==> config.mk <==
export PLATFORM = sky130hd
export DESIGN_NAME = alarm_responder
export DESIGN_NICKNAME = d
export VERILOG_FILES = /design/src/rtl/alarm_pkg.sv /design/src/rtl/alarm_responder_edge_detect_rise.sv /design/src/rtl/alarm_responder.sv
export SDC_FILE = /design/constraint.sdc
export NUM_CORES = 1
export LEC_CHECK = 0
export CAP_MARGIN = 10
export CORE_ASPECT_RATIO = 0.9
export CORE_MARGIN = 1.5
export CORE_UTILIZATION = 41
export DETAILED_ROUTE_END_ITERATION = 10
export PLACE_DENSITY = 0.72
export SLEW_MARGIN = 25
export SYNTH_ARGS = -nofsm -noshare
export SYNTH_HDL_FRONTEND = slang
export SYNTH_SLANG_ARGS = --single-unit
==> constraint.sdc <==
create_clock -name clk_2 -period 1.5 [get_ports clk_2]
set_input_delay 0.3 -clock clk_2 [delete_from_list [all_inputs] [get_ports clk_2]]
set_output_delay 0.3 -clock clk_2 [all_outputs]
set_load 0.05 [all_outputs]
==> src/rtl/alarm_pkg.sv <==
// Shared state encoding and default timing constants for the alarm responder.
package alarm_pkg;

    typedef enum logic [1:0] {
        ST_IDLE    = 2'd0,
        ST_PENDING = 2'd1,
        ST_SIREN   = 2'd2,
        ST_HOLD    = 2'd3
    } alarm_state_t;

    localparam int ENTRY_DELAY_DEF = 4;
    localparam int SIREN_MAX_DEF   = 16;
    localparam int CNT_W_DEF       = 8;

endpackage

==> src/rtl/alarm_responder_edge_detect_rise.sv <==
// Registered rising-edge detector; the reset value of the delayed copy suppresses
// a false edge when the input is already high as reset releases.
module edge_detect_rise #(
    parameter logic RST_VAL = 1'b1
) (
    input  logic clk_2,
    input  logic reset,
    input  logic sig,
    output logic rise
);

    logic sig_q;
    logic sig_d;

    always_comb begin
        sig_d = sig;
    end

    always_ff @(posedge clk_2) begin
        if (!reset) begin
            sig_q <= RST_VAL;
        end else begin
            sig_q <= sig_d;
        end
    end

    assign rise = sig & ~sig_q;

endmodule

==> src/rtl/alarm_responder.sv <==
// Alarm sequencing FSM: entry delay, bounded siren, acknowledge/hold-off.
// Build option ALARM_LATCH_EN: when defined, the siren ignores req dropping.
//
// state   | meaning
// IDLE    | disarmed or no alarm request; timer held at 0
// PENDING | entry delay running; ack cancels back to IDLE
// SIREN   | siren on; ends on ack, timer expiry, disarm (or req low if non-latching)
// HOLD    | siren silenced; waits for req to clear before rearming
module alarm_responder
    import alarm_pkg::*;
#(
    parameter int ENTRY_DELAY = ENTRY_DELAY_DEF,
    parameter int SIREN_MAX   = SIREN_MAX_DEF,
    parameter int CNT_W       = CNT_W_DEF
) (
    input  logic             clk_2,
    input  logic             reset,
    input  logic             req,
    input  logic             ack,
    input  logic             armed,
    output logic             siren,
    output logic             pending,
    output logic [1:0]       state_o,
    output logic [CNT_W-1:0] timer_o
);

    localparam logic [CNT_W-1:0] ENTRY_LOAD = CNT_W'(ENTRY_DELAY - 1);
    localparam logic [CNT_W-1:0] SIREN_LOAD = CNT_W'(SIREN_MAX - 1);
    localparam logic [CNT_W-1:0] TIMER_ONE  = CNT_W'(1);

    alarm_state_t     state_q, state_d;
    logic [CNT_W-1:0] timer_q, timer_d;
    logic             ack_edge;

    edge_detect_rise #(
        .RST_VAL (1'b1)
    ) u_ack_edge (
        .clk_2 (clk_2),
        .reset (reset),
        .sig   (ack),
        .rise  (ack_edge)
    );

    always_ff @(posedge clk_2) begin
        if (!reset) begin
            state_q <= ST_IDLE;
            timer_q <= '0;
        end else begin
            state_q <= state_d;
            timer_q <= timer_d;
        end
    end

    always_comb begin
        state_d = state_q;
        timer_d = '0;
        case (state_q)
            ST_IDLE: begin
                if (armed && req) begin
                    state_d = ST_PENDING;
                    timer_d = ENTRY_LOAD;
                end
            end
            ST_PENDING: begin
                // req dropping does not cancel: the entry delay is committed
                if (!armed || ack_edge) begin
                    state_d = ST_IDLE;
                end else if (timer_q == '0) begin
                    state_d = ST_SIREN;
                    timer_d = SIREN_LOAD;
                end else begin
                    timer_d = timer_q - TIMER_ONE;
                end
            end
            ST_SIREN: begin
                if (!armed) begin
                    state_d = ST_IDLE;
                end else if (ack_edge || timer_q == '0) begin
                    state_d = ST_HOLD;
`ifdef ALARM_LATCH_EN
                end else begin
                    timer_d = timer_q - TIMER_ONE;
                end
`else
                end else if (!req) begin
                    state_d = ST_IDLE;
                end else begin
                    timer_d = timer_q - TIMER_ONE;
                end
`endif
            end
            ST_HOLD: begin
                if (!armed || !req) begin
                    state_d = ST_IDLE;
                end
            end
            default: begin
                state_d = ST_IDLE;
            end
        endcase
    end

    assign siren   = (state_q == ST_SIREN);
    assign pending = (state_q == ST_PENDING);
    assign state_o = state_q;
    assign timer_o = timer_q;

endmodule

==> impl_metrics.yaml <==
synthesis:
  avgSynthCellArea_um2: 8.66
  synthMuxAreaShare_pct: 1.52
  synth_common_cells: "dfxtp_1 (11), nor2_1 (6), nand2_1 (5)"
  synth_cells: 76
  ys_async_sr_fraction_pct: 0
  synth_most_common_cell: "dfxtp_1"
  yosys_warnings: 0
  netlist_top_cells_area: "dfxtp_1 (33%), nor4_2 (5.7%), xnor2_1 (4.0%)"
  syn_area_um2: 658
  synth_seq_cells: 11
  synth_xor_area_share_pct: 6.65
  yosysUniqueCellTypes: 34
  synth_fa_ha_area_share_pct: 3.80
  synth_area_leader_cell: "dfxtp_1"
  synthSimpleGateAreaFrac_pct: 32.5
  synth_top_area_share_pct: 33.5
  yosysSeqAreaShare_pct: 33.5
  synth_top_family_by_area: "simple AND/OR/NAND/NOR gates"
  syn_nets: 83
  synth_edf_count: 0
  synth-main-ff-cell: "dfxtp_1"
  synth_compound_area_share_pct: 18.4
timing:
  hold_violations: 0
  clock_skew_ns: 0.00180
  rsz0062_at_grt: "yes"
  final-setup-viol-count: 0
  finalCritPeriodShare_pct: 98.7
  holdWs_ns: 0.564
  final_max_slew_viol_count: 0
  setup_ws_ns: 0.0199
  relSlewSlack_pct: 71.1
  period_needed_ns: 1.48
  max_freq_ghz: 0.676
  tightest_slew_ns: 0.430
floorplan:
  rows: 13
  die_w_um: 45.2
  start_util_pct: 44.5
  die_height_um: 41.0
  die_area_um2: 1850
  num_io_pins: 17
  core_um2: 1480
power:
  total_power_uw: 945
  ir_worst_vdd_uv: 583
  pwr_density_cell_nw_per_um2: 806
  p_leak_nw: 0.474
final_layout:
  multi_input_comb_area_um2: 488
  fin_cells: 128
  fill_cells: 92
  n_antenna_cell: 0
  nets: 114
  finalInstanceArea_um2: 1170
  regArea_um2: 241
  area_growth_pct: 78.3
  layout-drive-gt1-share_pct: 50.9
clock_tree:
  clockRootBuffer: "clkbuf_4"
  htreeDepth: 1
  ctsHoldBuffers: 0
  insertion_delay_ns: 0.27
  clk_pin_slew_ns: 0.07
  clockBufferDepth: 2
  cts_sinks: 11
  cts_tree: "built"
  cts_inserted_buffers: 3
detailed_routing:
  first_pass_iters: 4
  via_per_inst: 5.56
  wl_per_cell_um: 13.8
  drtAntennaViolNets: 0
  vias: 712
  wl_mm: 1.76
  drc: 0
  drt-initial-drc-count: 23
worst_setup_path:
  cp-start-kind: "flip-flop"
  crit_arrival_ns: 1.64
  cp_cell_sequence: "inv_4, ha_4, or3b_4, nor2_4, nand3b_1, nor2_1"
  crit_type: "flip-flop to flip-flop"
  worstPathMaxFanout: 4
  cp_slowest_stage_delay_ns: 0.41
  crit_slowest_cell: "or3b_4"
  r2r_setup_slack_ns: 0.02
  critPathRequiredTime_ns: 1.66
  cp-end-kind: "flip-flop"
global_routing:
  grt_pass1_vias: 607
  top_usage_layer: "met2"
  grt_pass1_wl_mm: 2.64
  grtUsageMet2_pct: 35.7
  grt_overflow: 0
  grt_max_degree: 15
  antenna_found_initial: 0
  use_met1_pct: 25.1
  grt_use_met3_pct: 6.61
  grtUsageTotal_pct: 21.0
placed_design:
  hpwl_mm: 1.25
  pre_cts_slack_ns: -0.257
  portBuffers: 16
  postPlaceCellArea_um2: 1080
  place_congestion: 0.887
  dp_cells: 123
run:
  maxCapViolCount: 0
outcome:
  status: "finished clean"
hold_path:
  hp-class: "flip-flop to flip-flop"
[report_power, final]
part / total, mW / internal [mW] / switching, mW / leakage, nW
logic: 0.401 / 0.206 / 0.195 / 0.364
clock network: 0.199 / 0.103 / 0.0965 / 0.0150
registers: 0.345 / 0.308 / 0.0364 / 0.0949
total: 0.945 / 0.617 / 0.328 / 0.474
[kinds of logic (layout without fill, tap and decap cells)]
| family | count (synthesis) | count (layout) |
|---|---|---|
| flip-flops | 11 | 11 |
| adder cells (fa/ha/maj) | 2 | 2 |
| AND/OR/NAND/NOR | 33 | 33 |
| multiplexers | 1 | 1 |
| AO/OA/AOI/OAI | 18 | 18 |
| XOR/XNOR | 5 | 5 |
| buffers and inverters | 6 | 36 |
[metal layers]
| layer | up-vias | routed length, um |
|---|---|---|
| met5 | - | 0 |
| met4 | 0 | 29 |
| met3 | 6 | 78 |
| met2 | 19 | 878 |
| met1 | 347 | 777 |
| li1 | 340 | - |
[cells in the final DEF, fill, tap and decap left out, types with 3 or more instances in the layout]
cell type,count
clkbuf_4,3
xnor2_1,3
buf_12,12
nor2_1,6
clkdlybuf4s50_1,4
dfxtp_4,4
buf_4,12
nand2_1,5
a21oi_1,3
dfxtp_2,5
[worst paths after layout]
| check | from | cells past startpoint | end |
|---|---|---|---|
| worst max-delay path | timer_o[0] | 6 | timer_o[6] |
| worst min-delay path | timer_o[3] | 2 | timer_o[3] |
| worst max register to register | timer_o[0] | 6 | timer_o[6] |
| worst min register to register | timer_o[3] | 2 | timer_o[3] |
[sequential cells by signal (all words and copies together) (netlist names)]
| register | flops |
|---|---|
| state_o | 2 |
| timer_o | 8 |
| u_ack_edge.sig_q | 1 |
[worst max-delay path, delay by kind of cell (launching register included)]
family                   cells  cell delay (ns)
flip-flops                   1             0.36
adder cells (fa/ha/maj)      1             0.13
buffers and inverters        1             0.06
AND/OR/NAND/NOR              4             0.82
[metrics by stage]
stage,setup TNS [ns],util [%]
after floorplan,-0.0840,-
after detailed placement,-1.61,73.0
after global routing,-0.0668,79.3
after global placement,-1.39,73.0
after CTS,-0.00248,76.4
final,0,79.3
[final cells by class]
type                    count  share of cell area (%)
clock buffers               4                    2.24
inverters                   4                    1.71
multi-input cells          59                    41.6
flip-flops and latches     11                    20.6
well taps                  22                    2.35
repair buffers             28                    31.6
[repair_timing]
action / 4_1_cts / 5_1_grt
hold endpoints to repair: 0 / 0
endpoints found under the setup margin: 8 / 10
setup buffers: 0 / 1
pin swaps: 3 / 6
resized for setup: 6 / 6
Note: power is estimated with default switching activity, not from simulation.
==> patch: new RTL, config.mk and constraints unchanged <==
Set the package constant `CNT_W_DEF` to 12 (it was 8).
--- a/src/rtl/alarm_pkg.sv
+++ b/src/rtl/alarm_pkg.sv
@@ -10,7 +10,7 @@
 
     localparam int ENTRY_DELAY_DEF = 4;
     localparam int SIREN_MAX_DEF   = 16;
-    localparam int CNT_W_DEF       = 8;
+    localparam int CNT_W_DEF       = 12;
 
 endpackage
 
Ports: changed (resized timer_o); port bits go from 17 to 21. No check against the original RTL was run, so the function may have changed too.
==> patch against the original RTL <==
The run now ends with setup timing left. First-iteration DRC count fell by 43%. Combinational power is 36% lower. Sequential share of layout area rose by 3.4 points. Design area increased by 13%. Worst setup slack lost 34 ps. Synthesized area rose by 15%. Sequential cell count is 4 higher. Routed wire length increased by 8.7%. Power fell by 3.1%. Largest cell class unchanged. Largest power group is now sequential cells.
==> patch: results (changes against the original RTL) <==
outcome=finished, violations left; failing checks=setup timing; mux share of post-synthesis cell area=1.33% (-0.19 points); hold_ws=510 ps (-53.8 ps); dpl cell area=1290 um^2 (+19%); Final Setup Violations=1 (+1); TNS Setup=-14.3 ps (-14.3 ps); Sw Pwr=279 uW (-15%); Total GRT Usage=22.4% (+1.4 points); Clock Latency Late Sink=290 ps (+20 ps); Layout Nets=129 (+13%); M1 wire length=862 um (+11%); Port Buf Inserts=20 (+4); met3 wire len=69 um (-12%); largest net degree at the start of global routing=10 (-5); worst reg-to-reg setup slack=-10 ps (-30 ps); post-CTS resize count=2 (-4); grt met1 use=28.4% (+3.3 points); VDD IR max=0.000531 V (-8.9%); area share of fa/ha/maj cells after synthesis=3.32% (-0.49 points); # fillers=107 (+16%); Placed Cells=141 (+15%); Final WS setup=-14.3 ps (-34.2 ps); DR vias/cell=5.34 (-3.9%); slowest stage cell, crit path=or4b_4; via count=775 (+8.8%); DR pass1 iterations=4 (unchanged); Synth Area in XOR/XNOR=9.29% (+2.6 points); Seq/Total Area, Yosys=39.8% (+6.3 points); GPL Wtd Cong=0.878 (-1.0%); Worst setup endpoint=timer_o[10]; worst min-delay path startpoint=timer_o[4]; layout cells sized above 1=47.1% (-3.8 points); worst-margin pin slew=353 ps (-77.1 ps); GR met2 Demand/Resource=35.0% (-0.71 points); Lkg Pwr=0.576 nW (+22%); Worst R2R Start=timer_o[1]; vias in the first global route=745 (+23%); top post-synthesis cells by count=dfxtp_1, nor2_1, a21oi_1; Mapped Nets=93 (+12%); CP max stage delay=490 ps (+80 ps); Synth area leaders=dfxtp_1, nor2_1, a21oi_1, xnor2_1, xor2_1; Final Skew=1.33 ps (-0.470 ps); Largest register FFs=12 (+4); first-pass GRT wire length=3190 um (+21%); met3 global-route usage=3.75% (-2.9 points)
==> patch: cell types whose count changed after synthesis, sizes merged, moves of 2 or more <==
cell,before,now
or4,2,0
nor2,8,13
xor2,2,4
dfxtp,11,15
nor4,3,1
a21oi,4,7
nand3,1,5
a31oi,2,0
nor3,1,3
==> patch: power by group through the flow <==
stage | Sequential [mW] | Combinational [mW] | Clock (mW)
global route | 0.423 | 0.275 | 0.268
global placement | 0.430 | 0.248 | 0
detailed placement | 0.430 | 0.253 | 0
CTS | 0.421 | 0.256 | 0.245
floorplan | 0.457 | 0.127 | 0
finish | 0.422 | 0.257 | 0.238
==> patch: final cells by class <==
cell class / instances / area, um^2 / share of cell area (%)
Clock buffer: 3 / 22.5 / 1.70
Clock inverter: 1 / 5.00 / 0.378
Inverter: 3 / 13.8 / 1.04
Multi-Input combinational cell: 67 / 485 / 36.6
Sequential cell: 15 / 318 / 24.0
Tap cell: 24 / 30.0 / 2.27
Timing Repair Buffer: 32 / 450 / 34.0
